--- src/rtl/fb_pkg.sv ---
// Framebuffer geometry, pixel type and address helper shared by the
// framebuffer arbiter and its requesters.
package fb_pkg;

  localparam int unsigned FB_WIDTH  = 800;
  localparam int unsigned FB_HEIGHT = 480;
  localparam int          FB_ADDR_W = $clog2(FB_WIDTH * FB_HEIGHT);
  localparam int          FB_PIX_W  = 24;

  typedef struct packed {
    logic [7:0] r;
    logic [7:0] g;
    logic [7:0] b;
  } rgb_t;

  // Linear pixel address of (x, y) in a row-major framebuffer.
  function automatic logic [FB_ADDR_W-1:0] pix_addr(input int unsigned x,
                                                    input int unsigned y);
    int unsigned lin;
    lin = y * FB_WIDTH + x;
    return lin[FB_ADDR_W-1:0];
  endfunction

endpackage

--- src/rtl/fb_rd_pipe.sv ---
// Read-tag pipeline: a bare valid shift register, RD_LAT stages deep,
// whose last stage marks the cycle in which RAM read data is captured.
module fb_rd_pipe
  import fb_pkg::*;
#(
  parameter int RD_LAT = 1
) (
  input  logic vga_clk,
  input  logic reset_n,
  input  logic i_vld,
  output logic o_cap
);

  logic [RD_LAT-1:0] r_vld_p;

  // Shift the grant tag along; reset drops every in-flight read.
  always_ff @(posedge vga_clk) begin
    if (!reset_n) begin
      r_vld_p <= '0;
    end else begin
      r_vld_p[0] <= i_vld;
      for (int k = 1; k < RD_LAT; k++) begin
        r_vld_p[k] <= r_vld_p[k-1];
      end
    end
  end

  assign o_cap = r_vld_p[RD_LAT-1];

endmodule

--- src/rtl/fb_mem_arbiter.sv ---
// Single-port framebuffer RAM arbiter: display reads have priority, the
// pixel writer is guaranteed a slot after MAX_STARVE lost arbitrations.
// Read data returns a fixed 1+RD_LAT cycles after the grant.
module fb_mem_arbiter
  import fb_pkg::*;
#(
  parameter int ADDR_W     = FB_ADDR_W,
  parameter int PIX_W      = FB_PIX_W,
  parameter int RD_LAT     = 1,
  parameter int MAX_STARVE = 4
) (
  input  logic              vga_clk,
  input  logic              reset_n,
  input  logic              rd_req,
  input  logic [ADDR_W-1:0] rd_addr,
  output logic              rd_gnt,
  output logic              rd_data_valid,
  output logic [PIX_W-1:0]  rd_data,
  input  logic              wr_valid,
  input  logic [ADDR_W-1:0] wr_addr,
  input  logic [PIX_W-1:0]  wr_data,
  output logic              wr_ready,
  output logic              mem_en,
  output logic              mem_we,
  output logic [ADDR_W-1:0] mem_addr,
  output logic [PIX_W-1:0]  mem_wdata,
  input  logic [PIX_W-1:0]  mem_rdata,
  output logic [2:0]        starve_cnt
);

  localparam logic [2:0] MAX_CNT = 3'(MAX_STARVE);

  logic w_wr_force;
  logic w_wr_xfer;
  logic w_cap_p;

  // Arbitration is purely combinational so the requesters see the grant
  // in the same cycle; reset gates both handshakes.
  assign w_wr_force = (starve_cnt == MAX_CNT);
  assign rd_gnt     = reset_n && rd_req && !(w_wr_force && wr_valid);
  assign wr_ready   = reset_n && !rd_gnt;
  assign w_wr_xfer  = wr_valid && wr_ready;

  fb_rd_pipe #(
    .RD_LAT (RD_LAT)
  ) u_rd_pipe (
    .vga_clk (vga_clk),
    .reset_n (reset_n),
    .i_vld   (rd_gnt),
    .o_cap   (w_cap_p)
  );

  // Register the RAM command; address and write data hold when idle.
  always_ff @(posedge vga_clk) begin
    if (!reset_n) begin
      mem_en    <= 1'b0;
      mem_we    <= 1'b0;
      mem_addr  <= '0;
      mem_wdata <= '0;
    end else if (rd_gnt) begin
      mem_en    <= 1'b1;
      mem_we    <= 1'b0;
      mem_addr  <= rd_addr;
    end else if (w_wr_xfer) begin
      mem_en    <= 1'b1;
      mem_we    <= 1'b1;
      mem_addr  <= wr_addr;
      mem_wdata <= wr_data;
    end else begin
      mem_en    <= 1'b0;
      mem_we    <= 1'b0;
    end
  end

  // Count consecutive lost write arbitrations, saturating at the force level.
  always_ff @(posedge vga_clk) begin
    if (!reset_n) begin
      starve_cnt <= '0;
    end else if (w_wr_xfer) begin
      starve_cnt <= '0;
    end else if (wr_valid && (starve_cnt != MAX_CNT)) begin
      starve_cnt <= starve_cnt + 3'd1;
    end
  end

  // Capture returning read data when the grant tag leaves the pipeline.
  always_ff @(posedge vga_clk) begin
    if (!reset_n) begin
      rd_data_valid <= 1'b0;
      rd_data       <= '0;
    end else begin
      rd_data_valid <= w_cap_p;
      if (w_cap_p) begin
        rd_data <= mem_rdata;
      end
    end
  end

endmodule

--- config.mk ---
export PLATFORM = sky130hd
export DESIGN_NAME = fb_mem_arbiter
export DESIGN_NICKNAME = d
export VERILOG_FILES = /design/src/rtl/fb_pkg.sv /design/src/rtl/fb_rd_pipe.sv /design/src/rtl/fb_mem_arbiter.sv
export SDC_FILE = /design/constraint.sdc
export NUM_CORES = 1
export LEC_CHECK = 0
export ABC_AREA = 1
export BUFFER_PORTS_ARGS = -buffer_cell sky130_fd_sc_hd__buf_4
export CAP_MARGIN = 20
export CORE_MARGIN = 1
export CORE_UTILIZATION = 42
export CTS_CLUSTER_SIZE = 20
export DETAILED_ROUTE_END_ITERATION = 7
export MAX_ROUTING_LAYER = met4
export PLACE_DENSITY = 0.77
export SETUP_SLACK_MARGIN = 0.1
export SLEW_MARGIN = 5
export SYNTH_ARGS = -nofsm -noshare
export SYNTH_HDL_FRONTEND = slang
export SYNTH_HIERARCHICAL = 1
export SYNTH_SLANG_ARGS = --single-unit
export TNS_END_PERCENT = 30
--- constraint.sdc ---
create_clock -name vga_clk -period 5.1 [get_ports vga_clk]
set_clock_uncertainty 0.1 [all_clocks]
set_input_delay 1.53 -clock vga_clk [delete_from_list [all_inputs] [get_ports vga_clk]]
set_output_delay 1.53 -clock vga_clk [all_outputs]
set_load 0.1 [all_outputs]
==> load_flow_metrics.sql <==
INSERT INTO impl_metrics (metric_group, metric, value, unit) VALUES
('run_status', 'status', 'finished, violations left', ''),
('run_status', 'failed_checks', 'DRC', ''),
('setup_path', 'sum_of_buffers_and_inverters_on_the_critical_path', '4', ''),
('sta', 'final.setup.tns', '0', 'ns'),
('setup_path', 'worstPathRequired', '3.47', 'ns'),
('drt', 'ant_nets', '0', ''),
('drt', 'drt-pass1-iter-count', '8', ''),
('sta', 'total_of_endpoints_with_negative_setup_slack_in_the_final_report', '0', ''),
('sta', 'max_freq', '229', 'MHz'),
('drt', 'wl', '7.51', 'mm'),
('clock_tree', 'clock_pin_slew_worst_setup_and_hold_paths', '0.07', 'ns'),
('power', 'ir_worst_vdd', '0.185', 'mV'),
('placed_design', 'place.gp.congestion', '0.900', ''),
('clock_tree', 'cts_buffer_depth', '2', ''),
('setup_path', 'crit_path_cell_trace', 'buf_4 > nand2_1 > inv_2 > nand2_2 > inv_1 > buf_4', ''),
('yosys', 'synthMostInstantiatedCell', 'nand2_1', ''),
('yosys', 'synth_largest_area_cell', 'dfxtp_1', ''),
('clock_tree', 'clk_root_buffer_cell', 'clkbuf_8', ''),
('yosys', 'synthesis.nets', '485', ''),
('sta', 'hold_ws', '0.368', 'ns'),
('setup_path', 'rrSetupSlack', '2.85', 'ns'),
('yosys', 'synthTopCellsByArea', 'dfxtp_1 (52%), nand2_1 (17%), nand3_1 (7.7%)', ''),
('sta', 'max_slew.worst_pin.slew', '0.801', 'ns'),
('drt', 'drt_iter0_markers', '128', ''),
('setup_path', 'crit_path_top_delay_cell', 'buf_4', ''),
('die', 'floorplan.core_area', '6490', 'µm²'),
('placed_design', 'dp_hpwl', '5.44', 'mm'),
('yosys', 'synthTopCellsByCount', 'nand2_1 (134), dfxtp_1 (74), nor2_1 (51)', ''),
('clock_tree', 'cts_htree_levels', '3', ''),
('yosys', 'post_synthesis_sequential_area_ratio', '51.5', '%'),
('clock_tree', 'count_of_instances_resized_after_the_clock_tree_is_built', '0', ''),
('sta', 'max_transition_viols_final', '0', ''),
('yosys', 'post_synth.cell_area_avg', '7.32', 'µm²'),
('grt', 'grt_first_pass_wirelength', '12.2', 'mm'),
('die', 'die-height', '84.8', 'µm'),
('placed_design', 'i_o_buffers', '164', ''),
('setup_path', 'crit_arrival', '2.74', 'ns'),
('yosys', 'mappedNetlistArea', '2880', 'µm²'),
('yosys', 'netlist-cell-type-count', '17', ''),
('die', 'pin_count', '165', ''),
('die', 'initial_core_util', '44.3', '%'),
('setup_path', 'crit_family', 'buffers and inverters', ''),
('yosys', 'synth-async-reset-ratio', '0', '%'),
('clock_tree', 'cts-buffers-inserted', '9', ''),
('die', 'die_outline_area', '7180', 'µm²'),
('layout', 'design.final.nets', '638', ''),
('clock_tree', 'clock_latency', '0.33', 'ns'),
('die', 'std_cell_rows', '29', ''),
('grt', 'grtUsageTotal', '21.9', '%'),
('setup_path', 'critPathKind', 'input pin to output pin', ''),
('yosys', 'synth_top_flop_cell', 'dfxtp_1', ''),
('job', 'max_cap_violations', '0', ''),
('sta', 'finalCriticalPeriod', '4.37', 'ns'),
('layout', 'area_growth_syn_to_layout', '50.5', '%'),
('grt', 'grt_max_degree', '31', ''),
('yosys', 'ys_ff_latch', '74', ''),
('drt', 'drcViolationCount', '15', ''),
('yosys', 'synth_enable_flop_cells', '0', ''),
('sta', 'period_share', '85.6', '%'),
('yosys', 'postSynthCellCount', '393', ''),
('setup_path', 'crit_fanout', '26', ''),
('min_path', 'worstHoldPathType', 'register to register', ''),
('sta', 'rsz0062_at_grt', 'no', ''),
('layout', 'drive_gt1_share', '34.1', '%'),
('drt', 'routed-via-count', '2963', ''),
('setup_path', 'worst_path_most_repeated_cell', 'buf_4', ''),
('power', 'leakagePower', '2.28', 'nW'),
('grt', 'grt_antenna_before_repair', '0', ''),
('clock_tree', 'tritoncts', 'done', ''),
('setup_path', 'setup.worst_path.end_class', 'output pin', ''),
('yosys', 'synth_largest_type_area_fraction', '51.5', '%');
-- tightest hold or removal path, stage by stage, from the launching register on --
cell and delay [ns]:
dfxtp_1 0.31, nand3_1 0.07, nand2_1 0.04
-- sequential cells by signal (all words and copies together) (netlist names) --
| register | flops |
|---|---|
| rd_data | 24 |
| rd_data_valid | 1 |
| mem_we | 1 |
| u_rd_pipe/o_cap | 1 |
| mem_addr | 19 |
| starve_cnt | 3 |
| mem_wdata | 24 |
| mem_en | 1 |
-- per-stage QoR --
stage	cell area [µm²]	instances	setup slack (ns)	power, mW	utilization (%)
after detailed placement	4100	612	0.740	1.09	63.1
after floorplan	2880	393	0.333	0.966	-
final	4330	628	0.735	1.60	66.7
after global placement	4100	612	0.766	1.09	63.1
after CTS	4330	628	0.738	1.61	66.7
after global routing	4330	628	0.633	1.66	66.7
-- area by class of cell --
| type | instances | area, µm² |
|---|---|---|
| clock buffer | 10 | 128 |
| clock inverter | 6 | 105 |
| fill | 583 | 2160 |
| inverter | 13 | 48.8 |
| multi-input combinational | 280 | 1210 |
| sequential | 74 | 1480 |
| tap | 77 | 96.3 |
| timing repair buffer | 168 | 1260 |
-- per-layer routing --
metal  GRT usage, %  routed length [µm]  vias to the layer above
met4           6.93                 113                        0
met3           4.72                 666                       11
li1               -                   -                     1549
met1           27.2                3350                     1277
met2           35.5                3380                      126
met5              -                   0                        -
-- cells by family (layout without fill, tap and decap cells) --
family | Yosys count | count (layout) | share of synthesized area, %
buf+inv | 39 | 197 | 6.70
xor+xnor | 1 | 1 | 0.305
fa+ha+maj | 2 | 2 | 0.870
simple gates | 231 | 231 | 32.6
compound gates | 46 | 46 | 8.00
flops | 74 | 74 | 51.5
-- path summary, 6_finish.rpt --
check | start | end | cells after the start
max | reset_n | rd_gnt | 6
min | mem_wdata[7]$_SDFFE_PN0P_ | mem_wdata[7]$_SDFFE_PN0P_ | 2
max reg2reg | starve_cnt[0]$_SDFFE_PP0P_ | mem_wdata[9]$_SDFFE_PN0P_ | 10
min reg2reg | mem_wdata[7]$_SDFFE_PN0P_ | mem_wdata[7]$_SDFFE_PN0P_ | 2
-- placed cells by master, fill, tap and decap left out, drive strengths merged --
cell type | synthesis | layout
xor2 | 1 | 1
inv | 13 | 13
nand2 | 135 | 135
o21ai | 25 | 25
ha | 2 | 2
clkinv | 0 | 3
a21oi | 21 | 21
buf | 17 | 168
nand3 | 45 | 45
nor2 | 51 | 51
bufinv | 0 | 3
dfxtp | 74 | 74
clkbuf | 9 | 10
-- report_power, final --
group	switching (mW)	leakage, nW	internal (mW)
registers	0.0195	0.608	0.612
logic	0.331	1.56	0.112
clock network	0.201	0.120	0.323
Note: power is estimated with default switching activity, not from simulation.
